**src/rtl/cm_sketch_aging.sv**
```systemverilog
// Count-min sketch with conservative update, clear and optional aging.
// Ports: clk, rst_n, input_valid/ready/addr, clear_req, decay_req,
//   busy, est_valid/addr/cnt. Define CM_SKETCH_DECAY_EN to honour decay_req.
module cm_sketch_aging #(
  parameter int ADDR_SIZE    = 28,
  parameter int CNT_SIZE     = 32,
  parameter int W            = 16,
  parameter int NUM_HASH     = 4,
  parameter int HASH_SIZE    = $clog2(W),
  parameter bit CONSERVATIVE = 1'b0
) (
  input  logic                 clk,
  input  logic                 rst_n,
  input  logic                 input_valid,
  output logic                 input_ready,
  input  logic [ADDR_SIZE-1:0] input_addr,
  input  logic                 clear_req,
  input  logic                 decay_req,
  output logic                 busy,
  output logic                 est_valid,
  output logic [ADDR_SIZE-1:0] est_addr,
  output logic [CNT_SIZE-1:0]  est_cnt
);

  localparam int NSLICE = (ADDR_SIZE + HASH_SIZE - 1) / HASH_SIZE;
  localparam int PADW   = NSLICE * HASH_SIZE;
  localparam logic [CNT_SIZE-1:0] CNT_MAX = '1;
  localparam logic [HASH_SIZE-1:0] LAST_COL = HASH_SIZE'(W - 1);

  typedef enum logic [1:0] {IDLE, DRAIN, SWEEP} state_t;

  state_t               state_q, state_d;
  logic [HASH_SIZE-1:0] sweep_col_q, sweep_col_d;
  logic                 decay_go;
  logic                 accept;

  logic                 s1_valid_q;
  logic [ADDR_SIZE-1:0] s1_addr_q;
  logic [HASH_SIZE-1:0] s1_col_q [NUM_HASH];
  logic [HASH_SIZE-1:0] in_col   [NUM_HASH];

  logic [CNT_SIZE-1:0]  cnt_q [NUM_HASH][W];
  logic [CNT_SIZE-1:0]  rd_v  [NUM_HASH];
  logic [CNT_SIZE-1:0]  min_v;
  logic [CNT_SIZE-1:0]  est_next;
  logic [NUM_HASH-1:0]  inc;

  // Row hash: rotate left by 7*row, then fold HASH_SIZE-bit slices by XOR.
  function automatic logic [HASH_SIZE-1:0] hash_col(
    input logic [ADDR_SIZE-1:0] a,
    input int                   row
  );
    logic [2*ADDR_SIZE-1:0] dbl;
    logic [PADW-1:0]        p;
    logic [HASH_SIZE-1:0]   h;
    int                     sh;
    sh  = (7 * row) % ADDR_SIZE;
    dbl = {a, a} << sh;
    p   = '0;
    p[ADDR_SIZE-1:0] = dbl[2*ADDR_SIZE-1:ADDR_SIZE];
    h   = '0;
    for (int k = 0; k < NSLICE; k++)
      h ^= p[k*HASH_SIZE +: HASH_SIZE];
    return h;
  endfunction

`ifdef CM_SKETCH_DECAY_EN
  assign decay_go = decay_req;
`else
  logic unused_decay;
  assign unused_decay = decay_req;
  assign decay_go     = 1'b0;
`endif

  assign input_ready = (state_q == IDLE);
  assign busy        = (state_q != IDLE);
  assign accept      = input_valid && input_ready && !clear_req;

  always_comb begin
    for (int i = 0; i < NUM_HASH; i++)
      in_col[i] = hash_col(input_addr, i);
  end

  // S1 read and update decision
  always_comb begin
    min_v = CNT_MAX;
    for (int i = 0; i < NUM_HASH; i++) begin
      rd_v[i] = cnt_q[i][s1_col_q[i]];
      if (rd_v[i] < min_v)
        min_v = rd_v[i];
    end
    inc = '0;
    for (int i = 0; i < NUM_HASH; i++)
      inc[i] = (rd_v[i] != CNT_MAX) &&
               (!CONSERVATIVE || (rd_v[i] == min_v));
    est_next = (min_v == CNT_MAX) ? CNT_MAX : min_v + 1'b1;
  end

  always_comb begin
    state_d     = state_q;
    sweep_col_d = sweep_col_q;
    unique case (state_q)
      IDLE: begin
        if (decay_go)
          state_d = DRAIN;
      end
      DRAIN: begin
        if (!s1_valid_q) begin
          state_d     = SWEEP;
          sweep_col_d = '0;
        end
      end
      SWEEP: begin
        sweep_col_d = sweep_col_q + 1'b1;
        if (sweep_col_q == LAST_COL)
          state_d = IDLE;
      end
      default: state_d = IDLE;
    endcase
    if (clear_req) begin
      state_d     = IDLE;
      sweep_col_d = '0;
    end
  end

  always_ff @(posedge clk or negedge rst_n) begin
    if (!rst_n) begin
      state_q     <= IDLE;
      sweep_col_q <= '0;
    end else begin
      state_q     <= state_d;
      sweep_col_q <= sweep_col_d;
    end
  end

  always_ff @(posedge clk or negedge rst_n) begin
    if (!rst_n) begin
      s1_valid_q <= 1'b0;
      s1_addr_q  <= '0;
      for (int i = 0; i < NUM_HASH; i++)
        s1_col_q[i] <= '0;
      est_valid  <= 1'b0;
      est_addr   <= '0;
      est_cnt    <= '0;
    end else begin
      s1_valid_q <= accept;
      if (accept) begin
        s1_addr_q <= input_addr;
        for (int i = 0; i < NUM_HASH; i++)
          s1_col_q[i] <= in_col[i];
      end
      est_valid <= s1_valid_q && !clear_req;
      if (s1_valid_q && !clear_req) begin
        est_addr <= s1_addr_q;
        est_cnt  <= est_next;
      end
    end
  end

  // Sweep and S1 writes never overlap: DRAIN waits for S1 to empty.
  always_ff @(posedge clk or negedge rst_n) begin
    if (!rst_n) begin
      for (int i = 0; i < NUM_HASH; i++)
        for (int j = 0; j < W; j++)
          cnt_q[i][j] <= '0;
    end else if (clear_req) begin
      for (int i = 0; i < NUM_HASH; i++)
        for (int j = 0; j < W; j++)
          cnt_q[i][j] <= '0;
    end else if (state_q == SWEEP) begin
      for (int i = 0; i < NUM_HASH; i++)
        cnt_q[i][sweep_col_q] <= cnt_q[i][sweep_col_q] >> 1;
    end else if (s1_valid_q) begin
      for (int i = 0; i < NUM_HASH; i++)
        if (inc[i])
          cnt_q[i][s1_col_q[i]] <= rd_v[i] + 1'b1;
    end
  end

endmodule
```
**config.mk**
```make
export PLATFORM = sky130hd
export DESIGN_NAME = cm_sketch_aging
export DESIGN_NICKNAME = d
export VERILOG_FILES = /design/src/rtl/cm_sketch_aging.sv
export SDC_FILE = /design/constraint.sdc
export NUM_CORES = 2
export LEC_CHECK = 0
export ABC_AREA = 1
export ABC_CLOCK_PERIOD_IN_PS = 9200
export CORE_MARGIN = 2
export CORE_UTILIZATION = 40
export DETAILED_ROUTE_END_ITERATION = 12
export GPL_ROUTABILITY_DRIVEN = 0
export HOLD_SLACK_MARGIN = 0.03
export PLACE_DENSITY = 0.64
export SLEW_MARGIN = 20
export SYNTH_ARGS = -nofsm -noshare
export SYNTH_HDL_FRONTEND = slang
export SYNTH_SLANG_ARGS = --single-unit
```
**constraint.sdc**
```tcl
create_clock -name clk -period 9.2 [get_ports clk]
set_clock_uncertainty 0.05 [all_clocks]
set_input_delay 1.84 -clock clk [delete_from_list [all_inputs] [get_ports clk]]
set_output_delay 1.84 -clock clk [all_outputs]
set_load 0.05 [all_outputs]
```
# Yosys cells after proc, flatten, opt, wreduce, memory -nomap -nowiden
# Cells that the tools add are included.
# W data, S select, Z words.
# totals
regBits	2160
in_bits	33
output_inout_bits	63
# classes
n_addsub	6
n_lt_le_gt_ge	14
eq_ne	11
n_mux	61
bitwise	29
reduce_logical	23
# ops
cell	n
$mux W2048	3
$bwmux W512	8
$mux W512	4
$bmux W32 S4	8
$mux W32	26
$demux W32 S4	5
$add A32 B1 Y32 const B	5
$ne A32 B32 Y1 const B	4
$lt A32 B32 Y1	3
$xor A4 B4 Y4	24
$eq A32 B32 Y1 const B	1
$lt A32 B32 Y1 const B	1
$ge A5 B5 Y1 const B	5
$lt A5 B1 Y1 const B	5
$not A4 Y5	5
$reduce_bool A3 Y1	6
$reduce_and A2 Y1	5
$logic_and A1 B1 Y1	8
$mux W4	2
$pmux W4 S2	1
$mux W2	3
$ne A3 B3 Y1 const B	2
$pmux W2 S3	1
$add A4 B1 Y4 const B	1
8 further kinds	8

# Longest topological paths before layout
# depth
ltp_word	14
depth_mapped	74

# Worst setup path before layout
# No wires, ideal clock.
# synth_path
path_type	register -> register
startpoint	register s1_col_q[9] (netlist bit)
endpoint	register est_cnt[7]
setup_time_ps	118
t_arrival_ps	8853
required_time_ps	9032
path_slack_ps	179
stages_incl_launch_ff	57
n_path_buf	12
cell_sequence	dfrtp_1 -> nor2_1 -> buf_2 -> buf_1 -> buf_2 -> clkbuf_1 -> clkbuf_1 -> buf_1 -> a22oi_1 -> o221ai_1 -> nand2_1 -> nand4_1 -> ha_1 -> nand2_1 -> nor2_1 -> nand4_1 -> a21oi_1 -> a211oi_1 -> [21 not listed] -> a211oi_1 -> o221ai_1 -> a21oi_1 -> nand2_4 -> buf_4 -> o21ai_1 -> inv_1 -> ha_1 -> inv_1 -> nor2_2 -> nand2_1 -> nor2_2 -> nand2_1 -> buf_6 -> buf_6 -> nand3_2 -> nand2_1 -> nand2_1
# synth_via
elab_chain_cells	12
word_cells_on_any_way	13
# synth_rtl
element	line_no	source
start: declaration	39	logic [HASH_SIZE-1:0] s1_col_q [NUM_HASH];
start signal: indexed assignment	150	s1_col_q[i] <= in_col[i];
$not A4 Y5 (not written as such) *	88	rd_v[i] = cnt_q[i][s1_col_q[i]];
$bmux W32 S4 *	88	
$mux W32 (not written as such) * (2 in a row)	88	
$lt A32 B32 Y1	89	if (rd_v[i] < min_v)
$mux W32 *	89	
$lt A32 B32 Y1	89	
$mux W32 *	89	
$lt A32 B32 Y1	89	
$mux W32 *	89	
$add A32 B1 Y32 or $eq A32 B32 Y1 (tied branches)	96	est_next = (min_v == CNT_MAX) ? CNT_MAX : min_v + 1'b1;
$mux W32 *	96	
end signal: assignment	155	est_cnt <= est_next;
end: declaration	22	output logic [CNT_SIZE-1:0] est_cnt
# Every way passes the cells marked *; elsewhere a longest branch is shown, timed or not. The select of a mux whose other input is x is not followed.
# A chain may end at the register's enable or synchronous reset.

# Worst setup path after layout
# layout_path
startpoint	register s1_col_q[9] (netlist bit)
endpoint	register est_cnt[25]
# Same word-level chain as after synthesis.

==> run summary <==
status -> finished, final reports clean
initial antenna violation count -> 10
Syn-to-layout area delta -> 15.9%
Total GRT Usage -> 0.288
internal power -> 16,600 uW
CTS sink cnt -> 2,154
Final Max Tran Viols -> 0
CTS tree -> done
Post-Syn Nets -> 11,718
largest net degree at the start of global routing -> 241
min cycle time layout -> 8.79 ns
crit-path max FO -> 31
die area -> 257,000 um2
Max transition margin -> 0.172
mapped cell area -> 101,000 um2
Setup CP Type -> reg -> reg
startpoint types -> flip-flop
required time worst endpoint -> 9.95 ns
warnings from Yosys -> 0
clk_lat worst skew -> 0.97 ns
power density over cell area -> 212 nW/um2
Via-to-Cell Ratio -> 6.21
Die Width -> 506 um
Crit path max-delay family -> simple AND/OR/NAND/NOR gates
hold crit path type -> reg -> reg
Final Non-Filler Cells -> 15,051
crit-path max cell delay -> 0.48 ns
Port-buffer cells -> 92
detailed placer's ending HPWL -> 224,000 um
H-tree levels -> 4
crit-path most repeated cell -> nand2_1
ANT nets after route -> 0
synthesized instance count -> 11,590
DR pass1 iterations -> 9
Crit. End Element -> flip-flop
net switching share of the total power -> 0.332
leakage -> 0.0498 uW
final hold viol count -> 0
synthesized flop and latch total -> 2,154
DR WL/cell -> 25.4 um
first-pass GRT wire length -> 571,000 um
Seq/Total Area, Yosys -> 0.534
FP Rows -> 184
Max clock buf depth -> 3
initial core utilization -> 0.402
die height -> 506 um
most frequent cells in the layout -> 2,151 x dfrtp_1, 2,042 x o21ai_0, 1,980 x nand2_1
core area -> 251,000 um2
max-capacitance violation count -> 0
Worst EP arrival -> 9.54 ns
total power -> 24,900 uW
P_sw -> 8260 uW
setup violators final -> 0
clock network power share -> 0.391
Routed WL -> 382,000 um
worst ir drop on vdd -> 0.000259 V
layout cells sized above 1 -> 0.104
nets -> 11,634
via count -> 93,466
Worst Max-Slew Pin Slew -> 1.24 ns
remaining global-route overflow -> 0
smallest hold slack -> 0.421 ns
commonest non-fill, non-tap cell in the layout -> dfrtp_1
cts bufs inserted -> 225
average cell area after synthesis -> 8.71 um2
dpl cells -> 14,593
Sequential Power Share -> 0.391
initial DRC count -> 12,546
Netlist cell types -> 45
Combinational Power Share -> 0.219
Root Buffer -> clkbuf_16
Ports -> 96
clock slew at reported path FFs -> 0.06 ns
Slowest-stage cell, CP -> buf_4
CP bufs+invs -> 13
number of global-route vias before repair -> 90,986
Post-route DRC -> 0
Fmax achieved -> 0.114 GHz
period utilization -> 0.955
-- synthesized netlist by cell type --
cell	instances	area, um2
dfrtp_1	2154	53900
o21ai_0	2088	10500
nand2_1	2002	7510
inv_1	1269	4760
o22ai_1	966	6040
clkbuf_1	813	3050
nand3_1	487	2440
o221ai_1	386	3380
a22oi_1	384	2880
nor2_1	226	848
nand4_1	173	1080
xor2_1	113	990
buf_1	97	364
ha_1	95	1190
a21oi_1	90	450
buf_2	56	280
o21ai_1	27	135
xnor2_1	24	210
nor3_1	21	105
buf_4	20	150
buf_6	19	214
nor4_1	12	75.1
nor2_2	11	68.8
nand2_2	9	56.3
a211oi_1	7	52.6
clkinv_1	7	26.3
nand3b_1	5	37.5
inv_2	3	11.3
nand2_4	3	33.8
a2111oi_0	2	17.5
a31oi_1	2	12.5
and2_1	2	12.5
and3_1	2	12.5
conb_1	2	7.51
nand3_2	2	20.0
nor3b_1	2	15.0
a21o_1	1	7.51
a41oi_1	1	8.76
buf_8	1	15.0
nor2_4	1	11.3
o21a_1	1	7.51
o21bai_1	1	7.51
o221a_2	1	11.3
o31ai_1	1	7.51
o41ai_1	1	8.76
-- per-stage QoR --
step,cell area (um2),setup slack (ns),util,setup TNS [ns]
global placement,108000,-0.409,0.429,-9.90
finish,117000,0.412,0.466,0
floorplan,101000,0.179,-,0
detailed placement,108000,-0.326,0.430,-7.15
global route,117000,-0.0509,0.466,-0.215
CTS,116000,0.00937,0.462,0
-- worst register-to-register path, delay by kind of cell (launching register included) --
| kind | cells | cell delay (ns) |
|---|---|---|
| flip-flops | 1 | 0.47 |
| buffers and inverters | 13 | 2.25 |
| AO/OA/AOI/OAI | 11 | 1.79 |
| AND/OR/NAND/NOR | 27 | 3.22 |
| adder cells (fa/ha/maj) | 3 | 0.87 |
-- power groups by stage --
stage | sequential, uW | combinational [uW] | clock (uW)
2_1_floorplan | 9950 | 2340 | 0
3_3_place_gp | 9880 | 4840 | 0
3_5_place_dp | 9880 | 4880 | 0
4_1_cts | 9710 | 4930 | 9780
5_1_grt | 9720 | 5580 | 10200
6_report | 9710 | 5440 | 9710
-- routing by layer --
metal / up-vias / track usage / part of all wire
li1: 39894 / - / -
met1: 46396 / 0.380 / 0.38
met2: 5903 / 0.440 / 0.44
met3: 1253 / 0.0700 / 0.11
met4: 20 / 0.154 / 0.058
met5: - / 0 / 0.00037
-- kinds of logic after synthesis --
logic type                 Yosys count  synth area share
other                                2         0.0000744
xor gates and xnor gates           137            0.0119
and+or+nand+nor                   2958             0.122
AOI/OAI and AO/OA                 3959             0.233
adders and majority gates           95            0.0118
DFF                               2154             0.534
buffers and inverters             2285            0.0879
-- flip-flops by register name (all words and copies together) (netlist names) --
register	count
cnt_q	2048
est_addr	28
s1_valid_q	1
est_valid	1
est_cnt	32
s1_addr_q	28
s1_col_q	16
-- repair_timing --
item | CTS | global route
endpoints found under the setup margin | 32 | 32
resized for setup | 18 | 128
setup buffers | 1 | 19
hold buffers | 0 | 0
pin swaps | 1 | 12
gates cloned | 2 | 8
endpoints found under the hold margin | 0 | 0
-- final cells by class --
type,instances,area (um2)
Multi-Input combinational cell,7152,39600
Antenna cell,5,12.5
Tap cell,3348,4190
Fill cell,23528,134000
Timing Repair Buffer,694,6540
Clock inverter,80,1240
Clock buffer,339,6710
Inverter,1279,4820
Sequential cell,2154,53900
-- final timing paths --
check / start / endpoint / slack [ns] / cells after the start
setup / recovery: s1_col_q[9] / est_cnt[25] / 0.41 / 54
hold / removal: est_addr[12] / est_addr[12] / 0.42 / 2
setup reg to reg: s1_col_q[9] / est_cnt[25] / 0.41 / 54
hold reg to reg: est_addr[12] / est_addr[12] / 0.42 / 2
max in group asynchronous: rst_n / cnt_q[1867] / 5.92 / 3
min in group asynchronous: rst_n / cnt_q[655] / 0.87 / 1
Note: power is estimated with default switching activity, not from simulation.
